$ cat src/rtl/bnn_seq_engine.sv
// Layer-serial XNOR-popcount BNN engine: one fully connected layer per enabled
// clock through a shared bank of IN_W neurons, with chunk-wise record loading.
module bnn_seq_engine #(
  parameter int IN_W     = 8,
  parameter int N_LAYERS = 3,
  parameter int OUT_W    = 4,
  parameter int LD_W     = 4
) (
  input  logic              clk,
  input  logic              rst_n,
  input  logic              ena,
  input  logic              start,
  input  logic [IN_W-1:0]   in_vec,
  output logic              busy,
  output logic              out_valid,
  output logic [OUT_W-1:0]  out_vec,
  input  logic              ld_valid,
  input  logic [LD_W-1:0]   ld_data,
  output logic              ld_ready,
  input  logic              ld_restart,
  output logic              ld_done
);

  localparam int CNT_W  = $clog2(IN_W + 1);
  localparam int N_NEUR = (N_LAYERS - 1) * IN_W + OUT_W;
  localparam int CPR    = IN_W / LD_W + 1;
  localparam int LC_W   = (N_LAYERS > 2) ? $clog2(N_LAYERS) : 1;
  localparam int PTR_W  = $clog2(N_NEUR);
  localparam int CC_W   = (CPR > 2) ? $clog2(CPR) : 1;

  localparam logic [CNT_W-1:0] THR_RST  = CNT_W'(IN_W / 2);
  localparam logic [LC_W-1:0]  LC_LAST  = LC_W'(N_LAYERS - 1);
  localparam logic [PTR_W-1:0] PTR_LAST = PTR_W'(N_NEUR - 1);
  localparam logic [CC_W-1:0]  CC_LAST  = CC_W'(CPR - 1);

  typedef enum logic {IDLE, RUN} state_t;

  state_t             state_q, state_d;
  logic [LC_W-1:0]    lc_q, lc_d;
  logic [IN_W-1:0]    act_q, act_d;
  logic [OUT_W-1:0]   out_vec_q, out_vec_d;
  logic               out_valid_q, out_valid_d;
  logic               ld_done_q, ld_done_d;
  logic [PTR_W-1:0]   ptr_q, ptr_d;
  logic [CC_W-1:0]    cc_q, cc_d;
  logic [IN_W-1:0]    stg_q, stg_d;
  logic [IN_W-1:0]    w_q   [N_NEUR];
  logic [IN_W-1:0]    w_d   [N_NEUR];
  logic [CNT_W-1:0]   thr_q [N_NEUR];
  logic [CNT_W-1:0]   thr_d [N_NEUR];
  logic [IN_W-1:0]    layer_out;

  assign busy      = (state_q == RUN);
  assign ld_ready  = ~busy & ena;
  assign out_valid = out_valid_q;
  assign out_vec   = out_vec_q;
  assign ld_done   = ld_done_q;

  function automatic logic fire(input logic [IN_W-1:0] a,
                                input logic [IN_W-1:0] w,
                                input logic [CNT_W-1:0] t);
    logic [CNT_W-1:0] s;
    s = '0;
    for (int unsigned i = 0; i < IN_W; i++) s = s + CNT_W'(a[i] ~^ w[i]);
    return s >= t;
  endfunction

  // Final layer only has OUT_W neurons; its upper outputs stay 0.
  always_comb begin
    layer_out = '0;
    for (int unsigned n = 0; n < IN_W; n++) begin
      if (n < ((lc_q == LC_LAST) ? OUT_W : IN_W)) begin
        layer_out[n] = fire(act_q,
                            w_q[PTR_W'(int'(lc_q) * IN_W + int'(n))],
                            thr_q[PTR_W'(int'(lc_q) * IN_W + int'(n))]);
      end
    end
  end

  always_comb begin
    state_d     = state_q;
    lc_d        = lc_q;
    act_d       = act_q;
    out_vec_d   = out_vec_q;
    out_valid_d = out_valid_q;
    ld_done_d   = ld_done_q;
    ptr_d       = ptr_q;
    cc_d        = cc_q;
    stg_d       = stg_q;
    w_d         = w_q;
    thr_d       = thr_q;
    if (ena) begin
      out_valid_d = 1'b0;
      ld_done_d   = 1'b0;
      case (state_q)
        IDLE: begin
          if (start) begin
            state_d = RUN;
            act_d   = in_vec;
            lc_d    = '0;
          end
        end
        RUN: begin
          act_d = layer_out;
          lc_d  = lc_q + 1'b1;
          if (lc_q == LC_LAST) begin
            out_vec_d   = layer_out[OUT_W-1:0];
            out_valid_d = 1'b1;
            state_d     = IDLE;
            lc_d        = '0;
          end
        end
        default: state_d = IDLE;
      endcase

      // Weights and threshold land together on the last chunk, so a partly
      // staged record is never visible to evaluation.
      if (ld_restart) begin
        ptr_d = '0;
        cc_d  = '0;
        stg_d = '0;
      end else if (ld_valid && state_q == IDLE) begin
        if (cc_q == CC_LAST) begin
          w_d[ptr_q]   = stg_q;
          thr_d[ptr_q] = ld_data[CNT_W-1:0];
          stg_d        = '0;
          cc_d         = '0;
          if (ptr_q == PTR_LAST) begin
            ptr_d     = '0;
            ld_done_d = 1'b1;
          end else begin
            ptr_d = ptr_q + 1'b1;
          end
        end else begin
          stg_d[int'(cc_q) * LD_W +: LD_W] = ld_data;
          cc_d = cc_q + 1'b1;
        end
      end
    end
  end

  always_ff @(posedge clk or negedge rst_n) begin
    if (!rst_n) begin
      state_q     <= IDLE;
      lc_q        <= '0;
      act_q       <= '0;
      out_vec_q   <= '0;
      out_valid_q <= 1'b0;
      ld_done_q   <= 1'b0;
      ptr_q       <= '0;
      cc_q        <= '0;
      stg_q       <= '0;
      for (int unsigned i = 0; i < N_NEUR; i++) begin
        w_q[i]   <= '0;
        thr_q[i] <= THR_RST;
      end
    end else begin
      state_q     <= state_d;
      lc_q        <= lc_d;
      act_q       <= act_d;
      out_vec_q   <= out_vec_d;
      out_valid_q <= out_valid_d;
      ld_done_q   <= ld_done_d;
      ptr_q       <= ptr_d;
      cc_q        <= cc_d;
      stg_q       <= stg_d;
      w_q         <= w_d;
      thr_q       <= thr_d;
    end
  end

endmodule

$ cat config.mk
export PLATFORM = sky130hd
export DESIGN_NAME = bnn_seq_engine
export DESIGN_NICKNAME = d
export VERILOG_FILES = /design/src/rtl/bnn_seq_engine.sv
export SDC_FILE = /design/constraint.sdc
export NUM_CORES = 1
export LEC_CHECK = 0
export CORE_MARGIN = 1
export CORE_UTILIZATION = 54
export CTS_BUF_LIST = sky130_fd_sc_hd__clkbuf_16
export DETAILED_ROUTE_END_ITERATION = 8
export PLACE_DENSITY = 0.66
export SLEW_MARGIN = 20
export SYNTH_ARGS = -nofsm -noshare
export SYNTH_HDL_FRONTEND = slang
export SYNTH_SLANG_ARGS = --single-unit
export TNS_END_PERCENT = 30
$ cat constraint.sdc
create_clock -name clk -period 7.51 [get_ports clk]
set_clock_uncertainty 0.1 [all_clocks]
set_input_delay 1.502 -clock clk [delete_from_list [all_inputs] [get_ports clk]]
set_output_delay 1.502 -clock clk [all_outputs]
set_load 0.005 [all_outputs]
==> summary.md <==
| Metric | Value |
|---|---|
| Outcome | `completed` |
| Nets | `1,355` |
| Post-cts repair resize count | `0` |
| Critical-path cell list | `nor2b_4, a21oi_1, xnor2_1, fa_1, fa_1, fa_1, inv_1, ha_1, fa_1, xor2_1, ha_1, o211ai_1, o21a_1, nand2_1, a22o_1` |
| Port buffer count | `25` |
| Worst-Margin Slew | `between 1000 and 1500 ps` |
| Synth top area cells | `dfrtp_1 (40%), mux2_4 (11%), mux2_2 (9.4%), mux2i_1 (5.6%), ha_1 (5.0%)` |
| Largest net degree at the start of global routing | `roughly 140` |
| Clk Latency, worst-skew pair | `~560 ps` |
| Ys async rst share | `100.0%` |
| CP arrival | `between 6000 and 7000 ps` |
| Root buf cell | `clkbuf_16` |
| Top-count cell post-synth | `dfrtp_1` |
| Pleak | `roughly 8 nW` |
| Hold path depth | `2` |
| CTS buffer count | `30` |
| Clock buffer depth | `3` |
| Placed Area | `around 0.016 mm^2` |
| Post-synth EDFFs | `0` |
| DR pass1 iterations | `5` |
| Synth top cells by count | `dfrtp_1 (252), mux2_2 (132), mux2_4 (119)` |
| GRT Total Usage | `23.90%` |
| DRT iter0 DRCs | `552` |
| Final hold viol count | `0` |
| Wirelength, routed | `34,480 um` |
| Family with the most delay on the worst path | `adder cells` |
| Crit path top cell by count | `fa_1` |
| First-pass GRT wire length | `roughly 56,000 um` |
| Total overflow reported by the global router | `0` |
| Pwr dens | `415.2 mW/mm^2` |
| Peak fanout along the critical path | `51` |
| CP Class | `flip-flop to flip-flop` |
| Synth Flop Type | `dfrtp_1` |
| Die H | `between 150 and 200 um` |
| RSZ-0062 raised after global routing | `no` |
| Hold/Removal Path Class | `flip-flop to flip-flop` |
| Worst path slowest cell | `dfrtp_4` |
| # diodes | `0` |
| Synthesis-stage register bit count | `around 270` |
| Worst reg2reg path depth | `15` |
| WHS | `between 300 and 400 ps` |
| Final slew viol count | `0` |
| FMAX | `0.1733 GHz` |
| Setup slack at placement | `1751 ps` |
| Setup total negative slack | `0 ps` |
| Rel. slew slack | `~20%` |
| Reg2reg setup slack | `between 1500 and 2000 ps` |
| VDD IR max | `approximately 0.24 mV` |
| Area growth, synth to finish | `7.189%` |
| Ratio of final minimum period to clock period | `76.81%` |
| RePlAce Congestion | `~0.8` |
| WL per Instance | `between 20 and 25 um` |
| Via/cell ratio | `between 5 and 6` |
| FP Rows | `between 60 and 70` |
| Hold path start | `out_vec[3]` |
| Layout cell share with drive strength beyond 1 | `27.91%` |
| Endpoints failing setup | `0` |
| Vias in the first global route | `between 9,000 and 10,000` |
| YS warnings | `0` |
| Post-CTS Hold Buffers | `0` |
| Syn Nets | `1,375` |
| Mapped Area | `roughly 0.016 mm^2` |
| Worst R2R Start | `lc_q[0]` |
| CTS H-Tree Depth | `1` |
| Postcts setup bufs | `0` |
| DRC violation count after routing | `0` |
| Share of the synthesized area in the top cell type | `39.95%` |
| Detailed-placement wirelength estimate | `20,950 um` |
| Number of cells produced by synthesis | `1,262` |
| Netlist cell types | `50` |
| Die Area | `0.02992 mm^2` |
| Seq/Total Area, Yosys | `between 40% and 50%` |
| Post-route ant nets | `0` |
| Post-route setup slack | `1741 ps` |
| Initial Utilization | `~55%` |
| Worst r2r dst | `act_q[1]` |
| Total Power | `roughly 7.0 mW` |
| CTS tree | `built` |
| Boundary pin count | `26` |
| CORE AREA | `roughly 0.029 mm^2` |
| Cell area after layout | `around 0.017 mm^2` |
| Reported max-cap violation count | `0` |
| WP buf/inv | `1` |
| Total number of vias | `9,190` |
| Avg Inst Size Synth | `roughly 13 um^2` |
| Die W | `approximately 170 um` |
| Hold Path Sink | `out_vec[3]` |
| Startpoint types | `flip-flop` |
| Clock slew at reported path FFs | `roughly 60 ps` |
| Cell taking the most area after synthesis | `dfrtp_1` |
| Worst Path Required | `between 7000 and 8000 ps` |
| Critical path capture point type | `flip-flop` |
| Min cycle time layout | `5769 ps` |
| Worst path max stage delay | `between 900 and 1000 ps` |
| Initial antenna violation count | `0` |
| Clock sink total | `about 270` |
==> flip-flops by register name, summed over array words and instances (netlist names) <==
signal,flops
busy,1
out_vec,4
act_q,8
out_valid,1
thr_q,80
ptr_q,5
w_q,160
ld_done,1
cc_q,2
lc_q,2
stg_q,8
==> metal layers <==
layer | wire length [um] | vias up | GRT usage, %
li1 | - | 4252 | -
met1 | 15770 | 4730 | 32.56
met2 | 16590 | 140 | 40.14
met3 | 998 | 68 | 2.682
met4 | 1117 | 0 | 7.448
met5 | 0 | - | 0
==> power by group <==
group          internal, mW  switching, mW  total [mW]
Combinational          1.77           2.04        3.81
Sequential             1.52          0.346        1.87
Clock                 0.769          0.583        1.35
==> layout make-up <==
type                    count  area [um^2]
fillers                  2382        11780
multi-input cells         831         8088
flip-flops and latches    272         6839
clock buffers              31        775.7
well taps                 384        480.5
repair buffers             36        350.3
inverters                  71        266.5
clock inverters            24        120.1
==> logic make-up after synthesis <==
group                      Yosys count  synth area share (%)
muxes                              341                 26.46
and+or+nand+nor                    199                 7.094
AOI/OAI and AO/OA                  123                 4.534
xor gates and xnor gates            73                 4.050
buffers and inverters              159                 5.533
adders and majority gates           95                 9.052
DFF                                272                 43.28
==> metrics by stage <==
step,util (%),instances
after detailed placement,55.83,1594
after global placement,55.83,1594
after floorplan,-,1262
after CTS,58.95,1649
after global routing,58.95,1649
final,58.95,1649
==> tightest hold or removal path: stages, from the launching register on <==
cell	delay, ps
dfrtp_1	340
nand2_1	50
o21ai_0	60
==> cell usage in the layout, fill, tap and decap left out, drive strengths merged, types with 5 or more instances in the layout <==
cell type        n
o21a             5
a21oi           71
buf             12
dfrtp          252
dfstp           20
clkbuf          31
mux2           253
ha              63
nor2b           17
clkdlybuf4s50   24
inv             83
xor2            25
xnor2           48
o2111ai          5
a22o             5
o21ai           23
fa              32
nor3b            6
nand2           46
clkinv          10
nor2           107
mux2i           88
or3b             6
==> worst max path at each step <==
stage | startpoint | end | cells past startpoint
global placement | lc_q[0] | act_q[1] | 15
detailed placement | lc_q[0] | act_q[1] | 15
floorplan | lc_q[0] | act_q[7] | 20
finish | lc_q[0] | act_q[1] | 15
global route | lc_q[0] | act_q[1] | 15
CTS | lc_q[0] | act_q[1] | 15
Note: power is estimated with default switching activity, not from simulation.
